### config.mk
export PLATFORM = sky130hd
export DESIGN_NAME = ctrl_hazard_flat
export DESIGN_NICKNAME = d
export VERILOG_FILES = /design/src/rtl/ctrl_hazard_if.sv /design/src/rtl/ctrl_hazard.sv /design/src/flat_wrapper.sv
export SDC_FILE = /design/constraint.sdc
export NUM_CORES = 1
export LEC_CHECK = 0
export BUFFER_PORTS_ARGS = -buffer_cell sky130_fd_sc_hd__buf_2
export CORE_MARGIN = 2
export CORE_UTILIZATION = 54
export DETAILED_ROUTE_END_ITERATION = 10
export PLACE_DENSITY = 0.89
export SLEW_MARGIN = 40
export SYNTH_ARGS = -nofsm -noshare
export SYNTH_HDL_FRONTEND = slang
export SYNTH_SLANG_ARGS = --single-unit
### constraint.sdc
create_clock -name clk -period 2.1 [get_ports clk]
set_input_delay 0 -clock clk [delete_from_list [all_inputs] [get_ports clk]]
set_output_delay 0 -clock clk [all_outputs]
set_load 0.02 [all_outputs]
### src/rtl/ctrl_hazard_if.sv
`default_nettype none
// ============================================================================
//  Module   : ctrl_hazard_if
//  Purpose  : Bundle of the ID-stage request, branch/memory status and the
//             hazard/forwarding responses exchanged with ctrl_hazard.
//  Ports    : master drives the i_* fields and observes the o_* fields;
//             slave (the hazard unit) does the reverse.
//  Revision : 1.0  initial release
// ============================================================================
interface ctrl_hazard_if #(
    parameter int REG_AW = 4,
    parameter int CNT_W  = 16
);
    logic              i_id_valid;
    logic [REG_AW-1:0] i_id_rs1;
    logic [REG_AW-1:0] i_id_rs2;
    logic              i_id_use_rs1;
    logic              i_id_use_rs2;
    logic [REG_AW-1:0] i_id_rd;
    logic              i_id_we;
    logic              i_id_load;
    logic              i_ex_branch_taken;
    logic              i_mem_busy;

    logic              o_stall_id;
    logic              o_bubble_ex;
    logic              o_flush_ifid;
    logic              o_freeze;
    logic [1:0]        o_fwd_a;
    logic [1:0]        o_fwd_b;
    logic              o_wb_we;
    logic [REG_AW-1:0] o_wb_rd;
    logic [CNT_W-1:0]  o_stall_cnt;

    modport master (
        output i_id_valid, i_id_rs1, i_id_rs2, i_id_use_rs1, i_id_use_rs2,
               i_id_rd, i_id_we, i_id_load, i_ex_branch_taken, i_mem_busy,
        input  o_stall_id, o_bubble_ex, o_flush_ifid, o_freeze, o_fwd_a,
               o_fwd_b, o_wb_we, o_wb_rd, o_stall_cnt
    );

    modport slave (
        input  i_id_valid, i_id_rs1, i_id_rs2, i_id_use_rs1, i_id_use_rs2,
               i_id_rd, i_id_we, i_id_load, i_ex_branch_taken, i_mem_busy,
        output o_stall_id, o_bubble_ex, o_flush_ifid, o_freeze, o_fwd_a,
               o_fwd_b, o_wb_we, o_wb_rd, o_stall_cnt
    );
endinterface
`default_nettype wire

### src/rtl/ctrl_hazard.sv
`default_nettype none
// ============================================================================
//  Module   : ctrl_hazard
//  Purpose  : Hazard, forwarding and stall sequencer for the 4-stage
//             ID/EX/MEM/WB control path. Shadows rd/we/load of the EX, MEM
//             and WB slots and derives stall, bubble, flush, freeze and the
//             EX operand forwarding selects from that shadow.
//  Ports    : clk  - rising-edge clock
//             rst  - asynchronous active-low reset
//             bus  - ctrl_hazard_if slave (ID request, branch/busy status,
//                    stall/flush/freeze/forwarding/WB/counter outputs)
//  Revision : 1.0  initial release
// ============================================================================
module ctrl_hazard #(
    parameter int REG_AW = 4,
    parameter int CNT_W  = 16
) (
    input  logic           clk,
    input  logic           rst,
    ctrl_hazard_if.slave   bus
);

    localparam logic [CNT_W-1:0]  c_cnt_one = {{(CNT_W-1){1'b0}}, 1'b1};
    localparam logic [CNT_W-1:0]  c_cnt_max = {CNT_W{1'b1}};
    localparam logic [REG_AW-1:0] c_r0      = '0;

    // EX slot keeps the source fields too: forwarding selects are resolved
    // for the instruction currently sitting in EX.
    logic              ex_valid_q, ex_we_q, ex_load_q, ex_use1_q, ex_use2_q;
    logic [REG_AW-1:0] ex_rd_q, ex_rs1_q, ex_rs2_q;
    logic              mem_valid_q, mem_we_q, mem_load_q;
    logic [REG_AW-1:0] mem_rd_q;
    logic              wb_valid_q, wb_we_q;
    logic [REG_AW-1:0] wb_rd_q;
    logic [CNT_W-1:0]  cnt_q, cnt_d;

    logic w_ex_qual, w_mem_qual, w_wb_qual;
    logic w_luh, w_ex_take;

    assign w_ex_qual  = ex_valid_q  & ex_we_q  & (ex_rd_q  != c_r0);
    assign w_mem_qual = mem_valid_q & mem_we_q & (mem_rd_q != c_r0);
    assign w_wb_qual  = wb_valid_q  & wb_we_q  & (wb_rd_q  != c_r0);

    assign w_luh = bus.i_id_valid & w_ex_qual & ex_load_q &
                   (((ex_rd_q == bus.i_id_rs1) & bus.i_id_use_rs1) |
                    ((ex_rd_q == bus.i_id_rs2) & bus.i_id_use_rs2));

    // ID enters EX unless a bubble is being inserted (load-use or branch).
    assign w_ex_take = bus.i_id_valid & ~(w_luh | bus.i_ex_branch_taken);

    always_comb begin
        cnt_d = cnt_q;
        if (w_luh && !bus.i_ex_branch_taken && (cnt_q != c_cnt_max)) begin
            cnt_d = cnt_q + c_cnt_one;
        end
    end

    always_ff @(posedge clk or negedge rst) begin
        if (!rst) begin
            ex_valid_q  <= 1'b0;
            ex_we_q     <= 1'b0;
            ex_load_q   <= 1'b0;
            ex_use1_q   <= 1'b0;
            ex_use2_q   <= 1'b0;
            ex_rd_q     <= '0;
            ex_rs1_q    <= '0;
            ex_rs2_q    <= '0;
            mem_valid_q <= 1'b0;
            mem_we_q    <= 1'b0;
            mem_load_q  <= 1'b0;
            mem_rd_q    <= '0;
            wb_valid_q  <= 1'b0;
            wb_we_q     <= 1'b0;
            wb_rd_q     <= '0;
            cnt_q       <= '0;
        end else if (!bus.i_mem_busy) begin
            wb_valid_q  <= mem_valid_q;
            wb_we_q     <= mem_we_q;
            wb_rd_q     <= mem_rd_q;
            mem_valid_q <= ex_valid_q;
            mem_we_q    <= ex_we_q;
            mem_load_q  <= ex_load_q;
            mem_rd_q    <= ex_rd_q;
            cnt_q       <= cnt_d;
            if (w_ex_take) begin
                ex_valid_q <= 1'b1;
                ex_we_q    <= bus.i_id_we;
                ex_load_q  <= bus.i_id_load;
                ex_use1_q  <= bus.i_id_use_rs1;
                ex_use2_q  <= bus.i_id_use_rs2;
                ex_rd_q    <= bus.i_id_rd;
                ex_rs1_q   <= bus.i_id_rs1;
                ex_rs2_q   <= bus.i_id_rs2;
            end else begin
                // Bubble: zeroed fields so it can never match a source.
                ex_valid_q <= 1'b0;
                ex_we_q    <= 1'b0;
                ex_load_q  <= 1'b0;
                ex_use1_q  <= 1'b0;
                ex_use2_q  <= 1'b0;
                ex_rd_q    <= '0;
                ex_rs1_q   <= '0;
                ex_rs2_q   <= '0;
            end
        end
    end

    // Input-driven outputs are masked by rst so every output reads 0 while
    // reset is held; slot-driven outputs are already 0 from the cleared state.
    assign bus.o_freeze     = rst & bus.i_mem_busy;
    assign bus.o_flush_ifid = rst & bus.i_ex_branch_taken & ~bus.i_mem_busy;
    assign bus.o_stall_id   = rst & ((w_luh & ~bus.i_ex_branch_taken) |
                                     bus.i_mem_busy);
    assign bus.o_bubble_ex  = rst & (w_luh | bus.i_ex_branch_taken) &
                              ~bus.i_mem_busy;

    // A load in MEM never forwards from EX/MEM: the load-use stall has
    // already pushed its data into WB by the time a consumer reaches EX.
    assign bus.o_fwd_a =
        (w_mem_qual & ~mem_load_q & (mem_rd_q == ex_rs1_q) & ex_use1_q) ? 2'b01 :
        (w_wb_qual & (wb_rd_q == ex_rs1_q))                             ? 2'b10 :
                                                                          2'b00;
    assign bus.o_fwd_b =
        (w_mem_qual & ~mem_load_q & (mem_rd_q == ex_rs2_q) & ex_use2_q) ? 2'b01 :
        (w_wb_qual & (wb_rd_q == ex_rs2_q))                             ? 2'b10 :
                                                                          2'b00;

    assign bus.o_wb_we     = w_wb_qual;
    assign bus.o_wb_rd     = wb_rd_q;
    assign bus.o_stall_cnt = cnt_q;

endmodule
`default_nettype wire

### src/flat_wrapper.sv
// flat-port wrapper written by rule: the top's interface ports become plain ports
module ctrl_hazard_flat 
#(
    parameter int REG_AW = 4,
    parameter int CNT_W  = 16
)
  (clk, rst, bus_i_id_valid, bus_i_id_rs1, bus_i_id_rs2, bus_i_id_use_rs1, bus_i_id_use_rs2, bus_i_id_rd, bus_i_id_we, bus_i_id_load, bus_i_ex_branch_taken, bus_i_mem_busy, bus_o_stall_id, bus_o_bubble_ex, bus_o_flush_ifid, bus_o_freeze, bus_o_fwd_a, bus_o_fwd_b, bus_o_wb_we, bus_o_wb_rd, bus_o_stall_cnt);
  ctrl_hazard_if #(.REG_AW(REG_AW), .CNT_W(CNT_W)) bus_i ();
  input  logic clk;
  input  logic rst;
  input wire logic [$bits(bus_i.i_id_valid)-1:0] bus_i_id_valid;
  input wire logic [$bits(bus_i.i_id_rs1)-1:0] bus_i_id_rs1;
  input wire logic [$bits(bus_i.i_id_rs2)-1:0] bus_i_id_rs2;
  input wire logic [$bits(bus_i.i_id_use_rs1)-1:0] bus_i_id_use_rs1;
  input wire logic [$bits(bus_i.i_id_use_rs2)-1:0] bus_i_id_use_rs2;
  input wire logic [$bits(bus_i.i_id_rd)-1:0] bus_i_id_rd;
  input wire logic [$bits(bus_i.i_id_we)-1:0] bus_i_id_we;
  input wire logic [$bits(bus_i.i_id_load)-1:0] bus_i_id_load;
  input wire logic [$bits(bus_i.i_ex_branch_taken)-1:0] bus_i_ex_branch_taken;
  input wire logic [$bits(bus_i.i_mem_busy)-1:0] bus_i_mem_busy;
  output wire logic [$bits(bus_i.o_stall_id)-1:0] bus_o_stall_id;
  output wire logic [$bits(bus_i.o_bubble_ex)-1:0] bus_o_bubble_ex;
  output wire logic [$bits(bus_i.o_flush_ifid)-1:0] bus_o_flush_ifid;
  output wire logic [$bits(bus_i.o_freeze)-1:0] bus_o_freeze;
  output wire logic [$bits(bus_i.o_fwd_a)-1:0] bus_o_fwd_a;
  output wire logic [$bits(bus_i.o_fwd_b)-1:0] bus_o_fwd_b;
  output wire logic [$bits(bus_i.o_wb_we)-1:0] bus_o_wb_we;
  output wire logic [$bits(bus_i.o_wb_rd)-1:0] bus_o_wb_rd;
  output wire logic [$bits(bus_i.o_stall_cnt)-1:0] bus_o_stall_cnt;
  assign bus_i.i_id_valid = bus_i_id_valid;
  assign bus_i.i_id_rs1 = bus_i_id_rs1;
  assign bus_i.i_id_rs2 = bus_i_id_rs2;
  assign bus_i.i_id_use_rs1 = bus_i_id_use_rs1;
  assign bus_i.i_id_use_rs2 = bus_i_id_use_rs2;
  assign bus_i.i_id_rd = bus_i_id_rd;
  assign bus_i.i_id_we = bus_i_id_we;
  assign bus_i.i_id_load = bus_i_id_load;
  assign bus_i.i_ex_branch_taken = bus_i_ex_branch_taken;
  assign bus_i.i_mem_busy = bus_i_mem_busy;
  assign bus_o_stall_id = bus_i.o_stall_id;
  assign bus_o_bubble_ex = bus_i.o_bubble_ex;
  assign bus_o_flush_ifid = bus_i.o_flush_ifid;
  assign bus_o_freeze = bus_i.o_freeze;
  assign bus_o_fwd_a = bus_i.o_fwd_a;
  assign bus_o_fwd_b = bus_i.o_fwd_b;
  assign bus_o_wb_we = bus_i.o_wb_we;
  assign bus_o_wb_rd = bus_i.o_wb_rd;
  assign bus_o_stall_cnt = bus_i.o_stall_cnt;
  ctrl_hazard #(.REG_AW(REG_AW), .CNT_W(CNT_W)) u_core (.clk(clk), .rst(rst), .bus(bus_i));
endmodule
==> flow_metrics.py, run 1 <==
metrics = {
    "run_status": {
        "run_status": "complete, no violations",
    },
    "timing": {
        "slew_violations": 0,
        "setup_viol_count_final": 0,
        "tightest_slew_ps": 648,
        "fin_crit_ps": 2080,
        "max_slew_margin_pct": 56.4,
        "fin_crit_sh_pct": 98.9,
        "hold_viol_final": 0,
        "fin_setup_tns_ps": 0,
        "fin_skew_ps": 4.53,
        "max_freq_mhz": 481,
    },
    "pwr": {
        "powerDensity_nw_per_um2": 677,
        "power_leakage_nw": 1.46,
        "power_switching_w": 0.000476,
        "pwr-share-seq_pct": 47.7,
        "switching_share_pct": 23.2,
        "clock_power_share_pct": 39.3,
        "ir_worst_vdd_mv": 0.350,
        "p_int_w": 0.00158,
        "power_w": 0.00205,
        "p_comb_share_pct": 13.0,
    },
    "worst_setup_path": {
        "regToRegStartpoint": "u_core.bus.o_stall_cnt[0]",
        "cpMaxStageDelayCell": "dfrtp_2",
        "endpoint_kind": "output port",
        "critical_path_buf_inv_count": 2,
        "crit_start": "u_core.ex_rd_q[3]",
        "crit_cells": 7,
        "reg2reg_slack_ps": 40,
        "critPathCapture": "bus_o_stall_id",
        "critical_path_arrival_ps": 2080,
        "reg2reg_to": "u_core.bus.o_stall_cnt[11]",
        "rr_worst_depth": 6,
        "cp.required_ps": 2100,
        "max_stage_delay_ps": 450,
        "cp_max_fo": 10,
        "crit_type": "flop to output port",
        "start_kind": "flop",
        "critPathTopFamily": "flip-flops",
        "crit_chain": "xnor2_1 -> nand3_1 -> o22ai_4 -> buf_4 -> nand2b_1 -> a21boi_0 -> buf_2",
    },
    "synthesis": {
        "dominantRegCellSynth": "dfrtp_1",
        "synth_edf_count": 0,
        "synth_top_area_share_pct": 49.7,
        "synth-seq-cells": 46,
        "synth.largest_area_cell": "dfrtp_1",
        "synthCells": 197,
        "syn-cell-area_sq_um": 2320,
        "ys_top_cells_by_area": "dfrtp_1 (50%), xnor2_1 (13%), mux2_2 (6.8%), a22o_2 (3.9%), nand4_1 (3.2%)",
        "yosysUniqueCellTypes": 34,
        "ys.warnings.count": 0,
        "ys_top_cells_by_count": "dfrtp_1 (46), xnor2_1 (35), mux2_2 (14)",
        "synth_nets": 219,
        "seq_area_frac_synth_pct": 49.7,
        "yosys.cell_count.top_type": "dfrtp_1",
        "ys_async_sr_fraction_pct": 100,
        "syn_area_per_cell_sq_um": 11.8,
    },
    "drt": {
        "wl_met2_mm": 2.92,
        "route.detailed.drc": 0,
        "highest_layer": "met4",
        "wl_per_cell_microns": 18.2,
        "drt.antenna.violating_nets": 0,
        "viasPerCell": 5.80,
        "wl_mm": 5.98,
        "initialDrtViolationCount": 122,
        "wl_met1_mm": 2.52,
        "dr_wl_met3_microns": 299,
        "dr.pass1.iters": 4,
        "vias": 1901,
    },
    "grt": {
        "antenna_found_initial": 0,
        "grt_pass1_vias": 2073,
        "grt_usage_pct": 26.1,
        "grt_pass1_wl_mm": 10.1,
        "grt-ovfl-total": 0,
        "grt_start_max_net_pins": 33,
    },
    "finish": {
        "syn_to_final_growth_pct": 30.8,
        "fin_util_pct": 74.7,
        "design_area_sq_um": 3030,
        "nNetsFinal": 299,
        "nFillCells": 262,
        "diodes": 0,
        "drive_above_1_share_pct": 37.4,
    },
    "placed_design": {
        "postPlaceCellArea_sq_um": 2620,
        "portBuffers": 49,
        "dp_hpwl_mm": 3.96,
        "gp_congestion": 0.833,
    },
    "die": {
        "dieArea_sq_um": 4830,
        "coreArea_sq_um": 4060,
        "placementRows": 23,
        "dieWidth_microns": 69.5,
        "start_util_pct": 57.1,
        "die_y_microns": 69.5,
        "io_pins": 50,
    },
    "clock_network": {
        "clkTransAtPathRegs_ps": 80,
        "clockBufferDepth": 2,
        "clkSinkCount": 46,
        "insertion_delay_ps": 300,
        "cts_inserted_buffers": 5,
        "cts-root-buf": "clkbuf_8",
        "cts_tree": "built",
        "h-tree-depth": 2,
    },
    "run": {
        "maxCapViolCount": 0,
    },
    "hold_path": {
        "min_path_type": "primary input to asynchronous set/reset pin",
    },
}
power groups by stage:
stage / combinational (W) / clock [W] / sequential, W
global route: 0.000291 / 0.000854 / 0.000985
floorplan: 0.000134 / 0 / 0.000990
finish: 0.000267 / 0.000807 / 0.000979
CTS: 0.000249 / 0.000811 / 0.000978
detailed placement: 0.000219 / 0 / 0.000996
global placement: 0.000210 / 0 / 0.000992
layout by cell type (no fill, tap or decap), types with 2 or more instances in the layout:
cell type	netlist	routed
inv_1	3	3
dfrtp_1	46	44
dfrtp_2	0	2
buf_4	0	12
nand4_1	12	12
a22o_1	7	7
nand3_1	11	11
dlygate4sd3_1	0	17
nor2_1	6	6
nand2_1	12	12
and4_1	2	2
buf_2	1	49
nor4_1	3	3
mux2_2	14	14
nor3_1	7	7
and3_1	4	4
a22o_2	9	9
nand2b_1	2	2
bufinv_16	0	2
clkbuf_8	0	6
xnor2_1	35	35
xor2_1	3	3
layer usage:
| layer | GRT usage, % | vias up |
|---|---|---|
| met1 | 33.2 | 922 |
| li1 | - | 872 |
| met2 | 42.3 | 86 |
| met4 | 13.5 | 0 |
| met3 | 5.23 | 21 |
| met5 | 0 | - |
stage by stage:
step                      instances  worst slack (ps)  hold WS [ps]
after floorplan                 197               176          -296
after global placement          294               200          -117
after detailed placement        294               114          -115
after CTS                       323              29.6          99.3
final                           328              22.2           104
after global routing            328             -11.4           111
layout make-up:
type | instances | area [sq um] | area share (%)
clock buffers | 6 | 82.6 | 2.73
clock inverters | 2 | 60.1 | 1.98
inverters | 3 | 11.3 | 0.372
multi-input cells | 142 | 1130 | 37.4
flip-flops and latches | 46 | 1150 | 38.1
well taps | 50 | 62.6 | 2.06
repair buffers | 79 | 526 | 17.3
state kept, by name, summed over array words and instances (netlist names), 4 cells and up:
| name | cells |
|---|---|
| u_core.bus.o_stall_cnt | 16 |
| u_core.bus.o_wb_rd | 4 |
| u_core.ex_rd_q | 4 |
| u_core.ex_rs1_q | 4 |
| u_core.ex_rs2_q | 4 |
| u_core.mem_rd_q | 4 |
what timing repair did:
| action | CTS | global route |
|---|---|---|
| pin swaps | 3 | 2 |
| buffers inserted | 4 | 5 |
| endpoints found under the hold margin | 62 | 0 |
| resized for setup | 1 | 3 |
| setup endpoints to repair | 2 | 20 |
| hold buffers | 17 | 0 |
worst min-delay path by stage:
stage / startpoint / end / slack (ps) / cells after the start
after floorplan: rst / u_core.bus.o_stall_cnt[0] / -300 / 0
after global placement: rst / u_core.bus.o_stall_cnt[15] / -120 / 1
after detailed placement: rst / u_core.bus.o_stall_cnt[15] / -110 / 1
after CTS: rst / u_core.bus.o_stall_cnt[13] / 100 / 2
after global routing: rst / u_core.bus.o_stall_cnt[14] / 110 / 2
final: rst / u_core.bus.o_stall_cnt[11] / 100 / 2
kinds of logic after synthesis:
logic type | after synthesis | share of synthesized area [%]
xor+xnor | 38 | 14.4
compound gates | 21 | 8.86
fa+ha+maj | 1 | 0.540
flops | 46 | 49.7
buf+inv | 9 | 1.84
mux | 15 | 7.45
simple gates | 67 | 17.3
worst register-to-register path, stage by stage (launching register included):
cell and delay (ps):
dfrtp_1 440, ha_1 260, nand4_1 160, nor4_4 80
nor3_1 510, nand3_1 230, xnor2_1 280
No activity file was read; power rests on OpenSTA's default activity.
==> inputs of run 2 (changes only) <==
Settings changed: CORE_ASPECT_RATIO from default to 2, HOLD_SLACK_MARGIN from default to 0.05.
==> run 2 against run 1 <==
First-iteration DRC count down 51%. Wire length down 5.0%. Flip-flop and latch count unchanged. Global-route usage down 1.6 points. Clock power down 20%. Critical endpoint is now u_core.ex_load_q. Largest cell class unchanged.
==> flow_metrics.py, run 2 (same netlist as run 1, synthesis figures left out) <==
metrics = {
    "run_status": {
        "run_status": "complete, no violations",
    },
    "grt": {
        "grt_pass1_wl_mm": 9.14,
        "grt_usage_pct": 24.5,
        "grt-ovfl-total": 0,
        "grt_pass1_vias": 1939,
        "grt_start_max_net_pins": 33,
        "antenna_found_initial": 0,
    },
    "timing": {
        "tightest_slew_ps": 597,
        "fin_crit_ps": 2060,
        "fin_crit_sh_pct": 98.1,
        "whs_ps": 164,
        "setup_viol_count_final": 0,
        "slew_violations": 0,
        "max_freq_mhz": 485,
        "hold_viol_final": 0,
        "fin_skew_ps": 5.25,
        "max_slew_margin_pct": 60.2,
    },
    "run": {
        "maxCapViolCount": 0,
    },
    "die": {
        "placementRows": 33,
        "start_util_pct": 56.1,
        "dieWidth_microns": 50.3,
        "dieArea_sq_um": 4860,
        "coreArea_sq_um": 4130,
        "die_y_microns": 96.6,
        "io_pins": 50,
    },
    "worst_setup_path": {
        "start_kind": "flop",
        "reg2reg_slack_ps": 40,
        "cp_max_fo": 17,
        "critical_path_arrival_ps": 2290,
        "rr_worst_depth": 6,
        "regToRegStartpoint": "u_core.ex_rd_q[0]",
        "cp.required_ps": 2330,
        "endpoint_kind": "flop",
        "reg2reg_to": "u_core.ex_load_q",
        "crit_type": "flop to flop",
    },
    "clock_network": {
        "cts-root-buf": "clkbuf_8",
        "clkSinkCount": 46,
        "cts_inserted_buffers": 5,
        "clkTransAtPathRegs_ps": 80,
        "clockBufferDepth": 2,
        "h-tree-depth": 2,
        "insertion_delay_ps": 300,
        "cts_tree": "built",
    },
    "finish": {
        "largest_reg_flops": 16,
        "drive_above_1_share_pct": 35.6,
        "syn_to_final_growth_pct": 28.0,
        "multiInputGateArea_sq_um": 1130,
        "seq_area_sq_um": 1150,
        "nFillCells": 290,
        "nNetsFinal": 296,
        "diodes": 0,
        "instances_no_fill": 327,
        "final_common_cell": "buf_2",
        "layout_common_cells": "buf_2 (49), dfrtp_1 (46), xnor2_1 (35), dlygate4sd3_1 (17), mux2_2 (14)",
    },
    "hold_path": {
        "min_path_type": "primary input to flop",
        "min_path_cells": 4,
        "whs_endpoint": "u_core.bus.o_stall_cnt[12]",
        "min_from": "bus_i_mem_busy",
    },
    "pwr": {
        "p_int_w": 0.00142,
        "p_comb_share_pct": 13.6,
        "switching_share_pct": 24.6,
        "power_switching_w": 0.000462,
        "clock_power_share_pct": 34.4,
        "power_leakage_nw": 1.43,
        "powerDensity_nw_per_um2": 634,
        "pwr-share-seq_pct": 52.0,
        "ir_worst_vdd_mv": 0.547,
    },
    "placed_design": {
        "dp_hpwl_mm": 3.91,
        "gp_congestion": 0.866,
        "portBuffers": 49,
        "place_inst": 296,
    },
    "drt": {
        "wl_per_cell_microns": 17.4,
        "initialDrtViolationCount": 60,
        "viasPerCell": 5.79,
        "route.detailed.drc": 0,
        "drt.antenna.violating_nets": 0,
        "dr.pass1.iters": 4,
        "vias": 1893,
        "wl_mm": 5.68,
    },
}
## run 2: cell types whose count changed in the layout (fill, tap and decap cells not counted), sizes merged
cell      previous run  this run
buf                 62        59
clkinvlp             0         1
bufinv               2         1
## run 2: power by group through the flow
stage	combinational [W]	clock [W]	sequential, W
2_1_floorplan	0.000134	0	0.000990
3_3_place_gp	0.000211	0	0.000992
3_5_place_dp	0.000216	0	0.000995
4_1_cts	0.000247	0.000655	0.000976
5_1_grt	0.000274	0.000699	0.000985
6_report	0.000256	0.000646	0.000978
## run 2: final cells by class
| type | count | area share [%] |
|---|---|---|
| well taps | 52 | 2.19 |
| clock buffers | 6 | 2.45 |
| clock inverters | 2 | 1.27 |
| repair buffers | 76 | 16.7 |
| flip-flops and latches | 46 | 38.8 |
| inverters | 3 | 0.380 |
| multi-input cells | 142 | 38.3 |
## run 2: how the worst max path moves through the flow
stage | start | end | slack, ps | cells after the start
after floorplan | u_core.bus.o_stall_cnt[0] | u_core.bus.o_stall_cnt[1] | 180 | 6
after global placement | u_core.bus.o_stall_cnt[0] | u_core.bus.o_stall_cnt[1] | 140 | 6
after detailed placement | u_core.bus.o_stall_cnt[0] | u_core.bus.o_stall_cnt[1] | 150 | 6
after CTS | u_core.ex_rd_q[1] | bus_o_bubble_ex | 40 | 6
after global routing | u_core.ex_rd_q[1] | bus_o_bubble_ex | -5 | 6
final | u_core.ex_rd_q[0] | u_core.ex_load_q | 40 | 6
## run 2: stage by stage
step | setup TNS (ps) | total power [W] | cell area [sq um] | setup slack, ps | util (%)
after global placement | 0 | 0.00120 | 2630 | 143 | 63.6
after CTS | 0 | 0.00188 | 2940 | 40.2 | 71.3
after floorplan | 0 | 0.00112 | 2320 | 176 | -
after detailed placement | 0 | 0.00121 | 2630 | 154 | 63.6
final | 0 | 0.00188 | 2970 | 39.4 | 71.8
after global routing | -7.97 | 0.00196 | 2970 | -4.84 | 71.8
## run 2: repair_timing
action	in CTS	in global routing
hold buffers	17	0
endpoints found under the setup margin	2	19
gates resized for setup	0	4
pin swaps	3	2
endpoints found under the hold margin	41	0
setup buffers	5	1
## run 2: critical path: stages, from the launching register on
cell and delay (ps):
dfrtp_1 430, or4_4 560, nand4_1 160, o22ai_4 110
buf_4 170, nor2_4 340, a22o_1 220
## run 2: per-layer routing
| metal | GRT usage (%) | routed length [microns] | vias up | share of wire, % |
|---|---|---|---|---|
| li1 | - | - | 865 | - |
| met1 | 26.4 | 2010 | 934 | 35 |
| met2 | 44.0 | 3250 | 74 | 57 |
| met3 | 4.32 | 249 | 20 | 4.4 |
| met4 | 12.3 | 178 | 0 | 3.1 |
| met5 | 0 | 0 | - | 0 |
